### config.mk
export PLATFORM = sky130hd
export DESIGN_NAME = keypad_scanner
export DESIGN_NICKNAME = d
export VERILOG_FILES = /design/src/rtl/keypad_pkg.sv /design/src/rtl/key_sync2.sv /design/src/rtl/keypad_scanner.sv
export SDC_FILE = /design/constraint.sdc
export NUM_CORES = 1
export LEC_CHECK = 0
export CAP_MARGIN = 0
export CORE_MARGIN = 2
export CORE_UTILIZATION = 62
export DETAILED_ROUTE_END_ITERATION = 16
export PLACE_DENSITY = 0.91
export SYNTH_ARGS = -nofsm -noshare
export SYNTH_HDL_FRONTEND = slang
export SYNTH_SLANG_ARGS = --single-unit
### constraint.sdc
create_clock -name clk -period 4.66 [get_ports clk]
set_input_delay 0.932 -clock clk [delete_from_list [all_inputs] [get_ports clk]]
set_output_delay 0.932 -clock clk [all_outputs]
set_load 0.01 [all_outputs]
### src/rtl/keypad_pkg.sv
// keypad_pkg: shared constants for the 4x4 keypad scanner.
// KEY_MAP translates a row-major scan index (row*4 + col) into the hex code
// printed on the Pmod KYPD key cap. lowest_set picks the next pending key.
package keypad_pkg;

  localparam int KEY_COLS = 4;
  localparam int KEY_ROWS = 4;
  localparam int KEY_NUM  = KEY_COLS * KEY_ROWS;

  // Row-major layout: 1 2 3 A / 4 5 6 B / 7 8 9 C / 0 F E D (index 0 is rightmost)
  localparam logic [15:0][3:0] KEY_MAP = {
    4'hD, 4'hE, 4'hF, 4'h0,
    4'hC, 4'h9, 4'h8, 4'h7,
    4'hB, 4'h6, 4'h5, 4'h4,
    4'hA, 4'h3, 4'h2, 4'h1
  };

  // Index of the least significant set bit; returns 0 for an empty vector
  function automatic logic [3:0] lowest_set(input logic [15:0] vec);
    logic [3:0] idx;
    idx = '0;
    for (int i = 15; i >= 0; i--) begin
      if (vec[i]) idx = 4'(i);
    end
    return idx;
  endfunction

endpackage

### src/rtl/key_sync2.sv
// key_sync2: two-flop synchroniser for the asynchronous row sense lines.
// Resets to RST_VAL so the idle (pulled-up) level is seen straight after reset.
module key_sync2 #(
  parameter int           W       = 4,
  parameter logic [W-1:0] RST_VAL = '1
) (
  input  logic         clk,
  input  logic         rst,
  input  logic [W-1:0] d,
  output logic [W-1:0] q
);

  logic [W-1:0] meta_reg;
  logic [W-1:0] sync_reg;

  // Two back-to-back flops to settle metastability on the raw pins
  always_ff @(posedge clk or posedge rst) begin
    if (rst) begin
      meta_reg <= RST_VAL;
      sync_reg <= RST_VAL;
    end else begin
      meta_reg <= d;
      sync_reg <= meta_reg;
    end
  end

  assign q = sync_reg;

endmodule

### src/rtl/keypad_scanner.sv
// keypad_scanner: scans a 4x4 matrix keypad, debounces whole-frame snapshots
// and emits key events as hex codes over a valid/ready handshake.
// Optional feature macro: KEYPAD_RELEASE_EV_EN -- when defined, key releases
// are reported as events with key_release=1; otherwise only presses are
// reported and releases just update the debounced state.
module keypad_scanner
  import keypad_pkg::*;
#(
  parameter int SCAN_CYCLES    = 16384,
  parameter int DEBOUNCE_SCANS = 4
) (
  input  logic       clk,
  input  logic       rst,
  output logic [3:0] col,
  input  logic [3:0] row,
  output logic [3:0] key_code,
  output logic       key_release,
  output logic       key_valid,
  input  logic       key_ready,
  output logic       key_down
);

  localparam int                CNT_W    = $clog2(SCAN_CYCLES);
  localparam int                STB_W    = $clog2(DEBOUNCE_SCANS + 1);
  localparam logic [CNT_W-1:0]  CNT_LAST = CNT_W'(SCAN_CYCLES - 1);
  localparam logic [STB_W-1:0]  STB_MAX  = STB_W'(DEBOUNCE_SCANS - 1);

  // Scan timing
  logic [CNT_W-1:0] scan_cnt_reg, scan_cnt_next;
  logic [1:0]       col_idx_reg, col_idx_next;
  logic             col_last;
  logic             frame_end;

  // Matrix snapshots and debounce
  logic [3:0]       row_sync;
  logic [15:0]      raw_reg;
  logic [15:0]      raw_frame;
  logic [15:0]      prev_raw_reg, prev_raw_next;
  logic [STB_W-1:0] stable_cnt_reg, stable_cnt_next;
  logic [15:0]      deb_reg, deb_next;
  logic             accept;
  logic [15:0]      press_mask;
  logic [15:0]      rel_mask;

  // Event emission
  logic [15:0]      pend_press_reg, pend_press_next;
  logic [15:0]      press_clr;
  logic [15:0]      press_after;
  logic [3:0]       press_idx;
  logic             slot_free;
  logic [3:0]       code_reg, code_next;
  logic             valid_reg, valid_next;

`ifdef KEYPAD_RELEASE_EV_EN
  logic [15:0]      pend_rel_reg, pend_rel_next;
  logic [15:0]      rel_clr;
  logic [15:0]      rel_after;
  logic [3:0]       rel_idx;
  logic             release_reg, release_next;
`endif

  key_sync2 #(
    .W       (KEY_ROWS),
    .RST_VAL ('1)
  ) u_row_sync (
    .clk (clk),
    .rst (rst),
    .d   (row),
    .q   (row_sync)
  );

  assign col_last  = (scan_cnt_reg == CNT_LAST);
  assign frame_end = col_last && (col_idx_reg == 2'd3);

  // Snapshot of the matrix including the column being sampled this cycle,
  // so the frame-end comparison sees the complete frame.
  generate
    for (genvar gi = 0; gi < KEY_NUM; gi++) begin : g_raw
      assign raw_frame[gi] = (col_last && (col_idx_reg == 2'(gi % KEY_COLS)))
                             ? ~row_sync[gi / KEY_COLS] : raw_reg[gi];
    end
  endgenerate

  // Column scan: counter wraps naturally because SCAN_CYCLES is a power of two
  always_comb begin
    scan_cnt_next = scan_cnt_reg + 1'b1;
    col_idx_next  = col_last ? col_idx_reg + 2'd1 : col_idx_reg;
  end

  // Frame-level debounce: accept a new matrix once it has been stable long enough
  always_comb begin
    stable_cnt_next = stable_cnt_reg;
    prev_raw_next   = prev_raw_reg;
    deb_next        = deb_reg;
    accept          = 1'b0;
    if (frame_end) begin
      prev_raw_next = raw_frame;
      if (raw_frame == prev_raw_reg) begin
        stable_cnt_next = (stable_cnt_reg == STB_MAX) ? STB_MAX : stable_cnt_reg + 1'b1;
      end else begin
        stable_cnt_next = '0;
      end
      if ((stable_cnt_next == STB_MAX) && (raw_frame != deb_reg)) begin
        accept   = 1'b1;
        deb_next = raw_frame;
      end
    end
  end

  assign press_mask = raw_frame & ~deb_reg;
  assign rel_mask   = deb_reg & ~raw_frame;
  assign press_idx  = lowest_set(pend_press_reg);
  assign slot_free  = !valid_reg || key_ready;

`ifdef KEYPAD_RELEASE_EV_EN
  assign rel_idx = lowest_set(pend_rel_reg);
`endif

  // Output slot: load the next pending event whenever the slot is free
  always_comb begin
    valid_next = valid_reg;
    code_next  = code_reg;
    press_clr  = '0;
`ifdef KEYPAD_RELEASE_EV_EN
    release_next = release_reg;
    rel_clr      = '0;
`endif
    if (slot_free) begin
      if (|pend_press_reg) begin
        valid_next = 1'b1;
        code_next  = KEY_MAP[press_idx];
        press_clr  = 16'd1 << press_idx;
`ifdef KEYPAD_RELEASE_EV_EN
        release_next = 1'b0;
`endif
      end
`ifdef KEYPAD_RELEASE_EV_EN
      else if (|pend_rel_reg) begin
        valid_next   = 1'b1;
        code_next    = KEY_MAP[rel_idx];
        release_next = 1'b1;
        rel_clr      = 16'd1 << rel_idx;
      end
`endif
      else begin
        valid_next = 1'b0;
      end
    end
  end

  // Pending masks: emitted bits clear; an accepted frame adds presses and
  // cancels a press whose key was released before it could be reported.
  always_comb begin
    press_after     = pend_press_reg & ~press_clr;
    pend_press_next = press_after;
`ifdef KEYPAD_RELEASE_EV_EN
    rel_after     = pend_rel_reg & ~rel_clr;
    pend_rel_next = rel_after;
    if (accept) begin
      // A release still waiting when the key comes back cancels out with it
      pend_press_next = (press_after & ~rel_mask) | (press_mask & ~rel_after);
      pend_rel_next   = (rel_after & ~press_mask) | (rel_mask & ~press_after);
    end
`else
    if (accept) begin
      pend_press_next = (press_after & ~rel_mask) | press_mask;
    end
`endif
  end

  // State register for scan, debounce and emit logic
  always_ff @(posedge clk or posedge rst) begin
    if (rst) begin
      scan_cnt_reg   <= '0;
      col_idx_reg    <= '0;
      raw_reg        <= '0;
      prev_raw_reg   <= '0;
      stable_cnt_reg <= '0;
      deb_reg        <= '0;
      pend_press_reg <= '0;
      code_reg       <= '0;
      valid_reg      <= 1'b0;
`ifdef KEYPAD_RELEASE_EV_EN
      pend_rel_reg   <= '0;
      release_reg    <= 1'b0;
`endif
    end else begin
      scan_cnt_reg   <= scan_cnt_next;
      col_idx_reg    <= col_idx_next;
      raw_reg        <= raw_frame;
      prev_raw_reg   <= prev_raw_next;
      stable_cnt_reg <= stable_cnt_next;
      deb_reg        <= deb_next;
      pend_press_reg <= pend_press_next;
      code_reg       <= code_next;
      valid_reg      <= valid_next;
`ifdef KEYPAD_RELEASE_EV_EN
      pend_rel_reg   <= pend_rel_next;
      release_reg    <= release_next;
`endif
    end
  end

  assign col       = ~(4'b0001 << col_idx_reg);
  assign key_code  = code_reg;
  assign key_valid = valid_reg;
  assign key_down  = |deb_reg;

`ifdef KEYPAD_RELEASE_EV_EN
  assign key_release = release_reg;
`else
  assign key_release = 1'b0;
`endif

endmodule

==> qor.txt, run 1 <==
status - complete, no violations
die area - 0.009590 mm²
largest net degree at the start of global routing - 59
DRC viols - 0
Num Clock Sinks - 96
CTS Buf Count - 9
post-route minimum period - 4.081 ns
Final TNS setup - 0 ns
P&R area growth vs syn - 8.097%
Synth top area share - 40.26%
Via density - 6.482
slew margin rel. - 46.80%
sw frac - 23.36%
Die X - 97.93 µm
P_leak - 2.914 nW
clk root buf - clkbuf_8
number of global-route vias before repair - 4588
PwrDens - 246.7 mW/mm²
Critical Path AT - 4.33 ns
unrepaired setup endpoints after global routing - no
Antenna Cells - 0
most frequent cells in the layout - dfrtp_1 (88), inv_1 (62), nand2_1 (51)
remaining antenna violation count after routing - 0
Worst Tran Pin Value - 0.7980 ns
clk_skew - 0.01238 ns
Starting Density - 63.34%
std cell rows - 34
Post-layout nets - 643
CP max FO - 31
#FFs+latches synth - 96
GRT overflow - 0
IO Port Bufs - 16
Seq/Total Area, Yosys - 44.10%
Final Util - 68.47%
Core Box Area - 0.008636 mm²
Main synth FF type - dfrtp_1
most common cell after layout, fill and taps aside - dfrtp_1
initial antenna violation count - 0
Netlist cell types - 49
Fin Hold WS - 0.3605 ns
CTS Buffer Depth - 2
async set-reset flop share out of synthesis - 100.0%
Mapped Area - 0.005470 mm²
Hold WC Path Type - reg2reg
number of synthesized flops with an enable pin - 0
Cells after Synth - 586
num ports - 18
CTS tree - yes
final instance area - 0.005913 mm²
sw power - 0.3407 mW
First DRT Iteration DRCs - 568
crit path launch type - flop
gpl congestion - 1.002
Avg WL per Cell - 19.29 µm
Hold Fails Final Rpt - 0
Net Count, Synth - 636
max_cap viols - 0
fmax - 0.2451 GHz
Total GRT Usage - 29.22%
P_int - 1.118 mW
Ys Warns - 0
# resized after CTS - 0
Final period util - 87.57%
cell taking the most area after synthesis - dfrtp_1
routed vias - 4576
Post-CTS Hold Fix Bufs - 0
placed cell area - 0.005702 mm²
Detail Placement HPWL - 9663 µm
Routed WL - 13620 µm
Vert. Die Dim - 97.93 µm
pins over their slew limit - 0
first-pass GRT wire length - 22320 µm
H-tree levels - 3
clock share of power - 40.2%
clk_lat worst skew - 0.37 ns
VDD IR max - 0.1624 mV
post-CTS setup buffers - 0
sequential power share - 57.9%
share of cells above drive strength 1 - 7.860%
Reg clk slew, reported paths - 0.10 ns
TritonRoute pass-1 iters - 7
CP required - 4.91 ns
Post-Syn Area per Cell - 9.335 µm²
Final Setup Violations - 0
CP Class - reg2reg
Logic pwr share - 1.9%
Critical Path Sink Type - flop
top post-synthesis cells by area - dfrtp_1 (40%), ha_1 (9.8%), o21ai_0 (4.4%)
## power groups by stage
stage          clock (mW)  combinational (mW)  sequential, mW
3_5_place_dp            0              0.0290           0.861
5_1_grt             0.622              0.0326           0.845
3_3_place_gp            0              0.0285           0.860
2_1_floorplan           0              0.0204           0.856
6_report            0.586              0.0281           0.845
4_1_cts             0.592              0.0294           0.845
## critical path, cell delays in order (launching register included)
cell and delay (ns):
dfrtp_1 0.42, ha_1 0.25, and3_1 0.27, nand4_1 0.29
buf_4 0.38, nand2_1 0.11, o21ai_0 0.23, inv_1 0.10
ha_1 0.30, nand4_1 0.12, nor4_1 0.50, nor3_1 0.13
buf_4 0.23, nand3_1 0.13, nor4_2 0.05, buf_4 0.24
nand3_1 0.09, o21ai_0 0.10
## routing by layer
layer | vias to the layer above | wire [µm] | global-route usage (%)
li1 | 2066 | - | -
met1 | 2175 | 5453 | 39.03
met2 | 277 | 6513 | 47.26
met3 | 58 | 1126 | 4.152
met4 | 0 | 528 | 14.00
met5 | - | 0 | 0
## path summary, 6_finish.rpt
path                                             startpoint                        end  slack (ns)  depth (start not counted)
max reg2reg                       scan_cnt_reg[0]$_DFF_PP0_    deb_reg[10]$_DFFE_PP0P_        0.58                         17
max in group asynchronous                               rst     deb_reg[3]$_DFFE_PP0P_        3.09                          3
max                               scan_cnt_reg[0]$_DFF_PP0_    deb_reg[10]$_DFFE_PP0P_        0.58                         17
min in group asynchronous                               rst       raw_reg[1]$_DFF_PP0_        0.98                          3
min                        u_row_sync.meta_reg[3]$_DFF_PP1_  u_row_sync.q[3]$_DFF_PP1_        0.36                          0
min reg2reg                u_row_sync.meta_reg[3]$_DFF_PP1_  u_row_sync.q[3]$_DFF_PP1_        0.36                          0
## cells by family (layout without fill, tap and decap cells)
| group | count (synthesis) | in the layout | synth area share (%) |
|---|---|---|---|
| AOI/OAI and AO/OA | 131 | 131 | 14.39 |
| xor gates and xnor gates | 25 | 25 | 4.003 |
| adders and majority gates | 43 | 43 | 9.835 |
| buffers and inverters | 94 | 106 | 7.113 |
| DFF | 96 | 96 | 44.10 |
| muxes | 13 | 13 | 2.447 |
| other | 1 | 1 | 0.06855 |
| and+or+nand+nor | 183 | 183 | 18.05 |
## metrics by stage
step	worst slack (ns)	cells	total power, mW
finish	0.5792	706	1.459
global route	0.4130	706	1.500
CTS	0.7215	706	1.466
detailed placement	0.7617	690	0.8898
global placement	1.013	690	0.8888
floorplan	1.090	586	0.8764
## cell usage after synthesis, drive strengths merged, types with 6 or more instances
library cell  number
nand3             26
a21oi             26
dfrtp             88
a21o              17
nand2             51
or4                7
buf                8
xor2               9
nand4             28
ha                43
o21ai             59
nor2b              7
nor2              16
inv               64
xnor2             16
dfstp              8
mux2i             10
clkbuf            22
o21a               6
nor4              27
## cell type report
type                       instances  area, µm²
fill                             601       2723
sequential                        96       2412
inverter                          64      241.5
timing repair buffer              26      235.2
tap                              108      135.1
clock buffer                      10      137.6
clock inverter                     6      73.82
multi-input combinational        396       2678
No activity file was read; power rests on OpenSTA's default activity.
==> run 2: changes to the inputs <==
Settings changed: CAP_MARGIN 0 to default, CORE_UTILIZATION 62 to 65, PLACE_DENSITY 0.91 to 0.95.
Clock period 4.66 ns to 5.1 ns, I/O delays scaled along.
==> run 2 against run 1 <==
Critical path depth is 5 lower. Die area is 4.4% lower. Wire length increased by 1.7%. Setup slack better by 0.50 ns. Final area fell by 0.36%. Sequential share of layout area rose by 0.15 points. Final cell count shrank 0.57%. Sequential power shrank 8.6%. Critical path type unchanged. Highest routed layer unchanged.
==> qor.txt, run 2 (synthesis results as in run 1) <==
CTS Buf Count - 9 (unchanged)
initial antenna violation count - 0 (unchanged)
Num Clock Sinks - 96 (unchanged)
GRT overflow - 0 (unchanged)
DRC viols - 0 (unchanged)
status - complete, no violations (unchanged)
Antenna Cells - 0 (unchanged)
Vert. Die Dim - 95.74 µm (was 97.93 µm)
post-CTS setup buffers - 0 (unchanged)
H-tree levels - 3 (unchanged)
largest net degree at the start of global routing - 59 (unchanged)
number of global-route vias before repair - 4558 (was 4588)
fin cells - 702 (was 706)
remaining antenna violation count after routing - 0 (unchanged)
final worst slack - 1.082 ns (was 0.5792 ns)
Worst path most repeated cell - buf_4 (unchanged)
Final Util - 72.07% (was 68.47%)
CP Cell Sequence - ha_1 > nand3_1 > nor4_2 > nand2_1 > a21oi_1 > inv_1 > xor2_1 > nor4_4 > buf_4 > and3b_1 > buf_4 > o21ai_0 (was ha_1 > and3_1 > nand4_1 > buf_4 > nand2_1 > o21ai_0 > inv_1 > ha_1 > nand4_1 > nor4_1 > nor3_1 > buf_4 > nand3_1 > nor4_2 > buf_4 > nand3_1 > o21ai_0)
Final TNS setup - 0 ns (unchanged)
post-route minimum period - 4.018 ns (was 4.081 ns)
PwrDens - 224.8 mW/mm² (was 246.7 mW/mm²)
P_leak - 2.903 nW (was 2.914 nW)
std cell rows - 33 (was 34)
share of cells above drive strength 1 - 7.538% (was 7.860%)
Final Setup Violations - 0 (unchanged)
Post-CTS Hold Fix Bufs - 0 (unchanged)
clk root buf - clkbuf_8 (unchanged)
Starting Density - 66.91% (was 63.34%)
num ports - 18 (unchanged)
unrepaired setup endpoints after global routing - no (unchanged)
CTS tree - yes (unchanged)
Hold Fails Final Rpt - 0 (unchanged)
max_cap viols - 0 (unchanged)
first-pass GRT wire length - 22540 µm (was 22320 µm)
Hold WC Path Type - reg2reg (unchanged)
P&R area growth vs syn - 7.708% (was 8.097%)
Die X - 95.74 µm (was 97.93 µm)
# fillers - 582 (was 601)
VDD IR max - 0.1399 mV (was 0.1624 mV)
CP max FO - 34 (was 31)
final instance area - 0.005892 mm² (was 0.005913 mm²)
CTS Buffer Depth - 2 (unchanged)
clk_skew - 0.01983 ns (was 0.01238 ns)
Core Box Area - 0.008175 mm² (was 0.008636 mm²)
Post-Place Cells - 686 (was 690)
most common cell after layout, fill and taps aside - dfrtp_1 (unchanged)
Total Power - 1.325 mW (was 1.459 mW)
CP Class - reg2reg (unchanged)
clk_lat worst skew - 0.38 ns (was 0.37 ns)
Total GRT Usage - 32.59% (was 29.22%)
Reg clk slew, reported paths - 0.10 ns (about the same)
Via density - 6.588 (was 6.482)
IO Port Bufs - 16 (unchanged)
placed cell area - 0.005690 mm² (was 0.005702 mm²)
gpl congestion - 0.9891 (was 1.002)
fmax - 0.2489 GHz (was 0.2451 GHz)
Post-layout nets - 642 (was 643)
First DRT Iteration DRCs - 508 (was 568)
CP required - 5.34 ns (was 4.91 ns)
Place WS - 1.198 ns (was 0.7617 ns)
slew margin rel. - 34.37% (was 46.80%)
CP max stage delay - 0.70 ns (was 0.50 ns)
Worst path slowest cell - nor4_2 (was nor4_1)
TritonRoute pass-1 iters - 5 (was 7)
die area - 0.009165 mm² (was 0.009590 mm²)
Avg WL per Cell - 19.74 µm (was 19.29 µm)
Critical Path AT - 4.26 ns (was 4.33 ns)
Critical Path Sink Type - flop (unchanged)
pins over their slew limit - 0 (unchanged)
Worst Tran Pin Value - 0.9833 ns (was 0.7980 ns)
routed vias - 4625 (was 4576)
most frequent cells in the layout - dfrtp_1 (88), inv_1 (62), nand2_1 (51) (unchanged)
Fin Hold WS - 0.3636 ns (was 0.3605 ns)
Detail Placement HPWL - 10080 µm (was 9663 µm)
crit path launch type - flop (unchanged)
Routed WL - 13860 µm (was 13620 µm)
# resized after CTS - 0 (unchanged)
Final period util - 78.79% (was 87.57%)
## run 2: cell count changes in the layout (fill, tap and decap cells not counted)
cell and delta:
clkbuf_8 -1, clkbuf_1 +1, buf_4 -1
## run 2: layout make-up
class / count / area (µm²) / area share [%]
clock buffers: 10 / 127.6 / 2.166
clock inverters: 6 / 73.82 / 1.253
inverters: 64 / 241.5 / 4.099
multi-input cells: 396 / 2678 / 45.44
flip-flops and latches: 96 / 2412 / 40.94
well taps: 105 / 131.4 / 2.230
repair buffers: 25 / 227.7 / 3.865
## run 2: routing by layer
metal	part of all wire, %	vias to the layer above	track usage (%)
li1	-	2064	-
met1	42	2285	45.09
met2	47	233	51.92
met3	7.3	43	5.560
met4	3.0	0	12.02
met5	0	-	0
## run 2: report_power, final
group	switching, mW	internal [mW]	leakage, nW
sequential	0.00536	0.767	1.29
clock	0.293	0.234	0.0954
combinational	0.0181	0.00726	1.52
total	0.317	1.01	2.90
## run 2: worst max-delay path, delay by kind of cell, from the launching register on
kind                     cells  cell delay (ns)
buffers and inverters        3             0.87
AND/OR/NAND/NOR              5             1.64
adder cells (fa/ha/maj)      1             0.22
flip-flops                   1             0.40
AO/OA/AOI/OAI                2             0.49
XOR/XNOR                     1             0.22
## run 2: path summary, 6_finish.rpt
check,startpoint,end,slack (ns),cells past startpoint
setup / recovery,scan_cnt_reg[0]$_DFF_PP0_,deb_reg[10]$_DFFE_PP0P_,1.08,12
setup reg to reg,scan_cnt_reg[0]$_DFF_PP0_,deb_reg[10]$_DFFE_PP0P_,1.08,12
min in group asynchronous,rst,col_idx_reg[0]$_DFFE_PP0N_,1.15,2
hold reg to reg,u_row_sync.meta_reg[3]$_DFF_PP1_,u_row_sync.q[3]$_DFF_PP1_,0.36,0
hold / removal,u_row_sync.meta_reg[3]$_DFF_PP1_,u_row_sync.q[3]$_DFF_PP1_,0.36,0
max in group asynchronous,rst,deb_reg[7]$_DFFE_PP0P_,2.90,3
==> run 3: changes to the inputs <==
Settings changed: CORE_UTILIZATION 65 to 62, PLACE_DENSITY 0.95 to 0.91.
Clock period 5.1 ns to 4 ns, I/O delays scaled along.
==> run 3 against run 2 <==
Largest power group unchanged. Die area increased by 4.6%. Register-to-register slack got worse by 0.66 ns. Sequential cell count unchanged. Clock skew decreased by 0.0036 ns. Wire length decreased by 5.4%. Clock power increased by 21%. Highest routed layer unchanged. Critical path type unchanged. Sequential power increased by 28%.
==> qor.txt, run 3 (synthesis results as in run 1) <==
fmax - 0.2791 GHz (was 0.2489 GHz)
Detail Placement HPWL - 9528 µm (was 10080 µm)
H-tree levels - 3 (unchanged)
Routed WL - 13110 µm (was 13860 µm)
share of cells above drive strength 1 - 8.638% (was 7.538%)
met1 WL - 5735 µm (was 5856 µm)
num ports - 18 (unchanged)
VDD IR max - 0.1690 mV (was 0.1399 mV)
most frequent cells in the layout - dfrtp_1 (88), inv_1 (62), nand2_1 (51) (unchanged)
most common cell after layout, fill and taps aside - dfrtp_1 (unchanged)
Worst path slowest cell - or4_1 (was nor4_2)
Hold Fails Final Rpt - 0 (unchanged)
clk_lat worst skew - 0.38 ns (about the same)
max_cap viols - 0 (unchanged)
GRT overflow - 0 (unchanged)
routed vias - 4506 (was 4625)
clk_skew - 0.01625 ns (was 0.01983 ns)
pins over their slew limit - 0 (unchanged)
final worst slack - 0.4171 ns (was 1.082 ns)
Via density - 6.346 (was 6.588)
largest net degree at the start of global routing - 97 (was 59)
Place WS - 0.4359 ns (was 1.198 ns)
CTS Buf Count - 9 (unchanged)
TritonRoute pass-1 iters - 6 (was 5)
clk root buf - clkbuf_8 (unchanged)
First DRT Iteration DRCs - 560 (was 508)
sequential cell area - 0.002412 mm² (unchanged)
met3 WL post-DR - 862 µm (was 1017 µm)
Critical Path Sink Type - flop (unchanged)
die area - 0.009590 mm² (was 0.009165 mm²)
number of global-route vias before repair - 4414 (was 4558)
final instance area - 0.005947 mm² (was 0.005892 mm²)
CTS tree - yes (unchanged)
initial antenna violation count - 0 (unchanged)
DRC viols - 0 (unchanged)
CP Cell Sequence - ha_1 > nand3_1 > or4_1 > mux2i_1 > ha_1 > nand4_1 > nor4_1 > nor3_1 > buf_4 > nand3_1 > nor4_2 > buf_4 > nand3_1 > o21ai_1 (was ha_1 > nand3_1 > nor4_2 > nand2_1 > a21oi_1 > inv_1 > xor2_1 > nor4_4 > buf_4 > and3b_1 > buf_4 > o21ai_0)
Reg clk slew, reported paths - 0.10 ns (about the same)
Post-CTS Hold Fix Bufs - 0 (unchanged)
CP required - 4.30 ns (was 5.34 ns)
Final Setup Violations - 0 (unchanged)
Die X - 97.93 µm (was 95.74 µm)
CP max FO - 17 (was 34)
Antenna Cells - 0 (unchanged)
CP max stage delay - 0.68 ns (was 0.70 ns)
Post-layout nets - 647 (was 642)
Hold WC Path Type - reg2reg (unchanged)
Avg WL per Cell - 18.46 µm (was 19.74 µm)
Worst path most repeated cell - nand3_1 (was buf_4)
IO Port Bufs - 16 (unchanged)
placed cell area - 0.005744 mm² (was 0.005690 mm²)
# resized after CTS - 0 (unchanged)
Vert. Die Dim - 97.93 µm (was 95.74 µm)
Hold Path Stages - 0 (unchanged)
CTS Buffer Depth - 2 (unchanged)
Critical Path AT - 3.88 ns (was 4.26 ns)
Final TNS setup - 0 ns (unchanged)
P_leak - 2.937 nW (was 2.903 nW)
unrepaired setup endpoints after global routing - no (unchanged)
first-pass GRT wire length - 22110 µm (was 22540 µm)
status - complete, no violations (unchanged)
CP Class - reg2reg (unchanged)
slew margin rel. - 51.03% (was 34.37%)
P&R area growth vs syn - 8.714% (was 7.708%)
Core Box Area - 0.008636 mm² (was 0.008175 mm²)
gpl congestion - 0.9744 (was 0.9891)
Num Clock Sinks - 96 (unchanged)
Total GRT Usage - 28.68% (was 32.59%)
Final period util - 89.57% (was 78.79%)
multi-input logic area - 0.002681 mm² (was 0.002678 mm²)
post-CTS setup buffers - 0 (unchanged)
Worst Tran Pin Value - 0.7346 ns (was 0.9833 ns)
metal2 WL - 6275 µm (was 6568 µm)
Top Metal Used - met4 (unchanged)
PwrDens - 278.8 mW/mm² (was 224.8 mW/mm²)
# fillers - 620 (was 582)
Reg2Reg Depth - 14 (was 12)
std cell rows - 34 (was 33)
Starting Density - 63.34% (was 66.91%)
post-route minimum period - 3.583 ns (was 4.018 ns)
remaining antenna violation count after routing - 0 (unchanged)
crit path launch type - flop (unchanged)
## run 3: changes by cell type in the layout (fill, tap and decap cells not counted), sizes merged
cell      delta
bufinv       -1
buf          +5
clkinv       +2
clkinvlp     -1
## run 3: metal layers
layer / vias to the layer above / track usage, %
met4: 0 / 8.333
met3: 23 / 4.939
met5: - / 0
met2: 193 / 45.15
li1: 2070 / -
met1: 2220 / 41.20
## run 3: critical path, delay by kind of cell (launching register included)
kind / cells / cell delay, ns
compound gates: 1 / 0.09
fa+ha+maj: 2 / 0.54
flops: 1 / 0.41
simple gates: 8 / 1.60
mux: 1 / 0.39
buf+inv: 2 / 0.48
## run 3: worst paths after layout
kind / start / end / slack (ns)
max: scan_cnt_reg[0]$_DFF_PP0_ / deb_reg[15]$_DFFE_PP0P_ / 0.42
min: u_row_sync.meta_reg[1]$_DFF_PP1_ / u_row_sync.q[1]$_DFF_PP1_ / 0.36
max reg2reg: scan_cnt_reg[0]$_DFF_PP0_ / deb_reg[15]$_DFFE_PP0P_ / 0.42
min reg2reg: u_row_sync.meta_reg[1]$_DFF_PP1_ / u_row_sync.q[1]$_DFF_PP1_ / 0.36
max in group asynchronous: rst / key_code[2]$_DFFE_PP0P_ / 2.76
min in group asynchronous: rst / raw_reg[10]$_DFF_PP0_ / 0.86
## run 3: area by class of cell
class                      instances  area share, %
clock buffer                      10          2.314
clock inverter                     6          1.031
inverter                          64          4.061
multi-input combinational        396          45.09
sequential                        96          40.56
tap                              108          2.272
timing repair buffer              30          4.671
## run 3: stage by stage
stage	power, mW	utilization [%]	instances	hold WS [ns]
3_5_place_dp	1.038	66.52	694	0.3504
2_1_floorplan	1.021	-	586	0.3452
5_1_grt	1.701	68.86	710	0.3683
4_1_cts	1.659	68.82	710	0.3659
3_3_place_gp	1.036	66.52	694	0.3461
6_report	1.658	68.86	710	0.3643
## run 3: power by group
part	switching (mW)	total, mW	internal (mW)
clock network	0.382	0.640	0.258
registers	0.00712	0.985	0.977
logic	0.0228	0.0335	0.0107
total	0.412	1.66	1.25
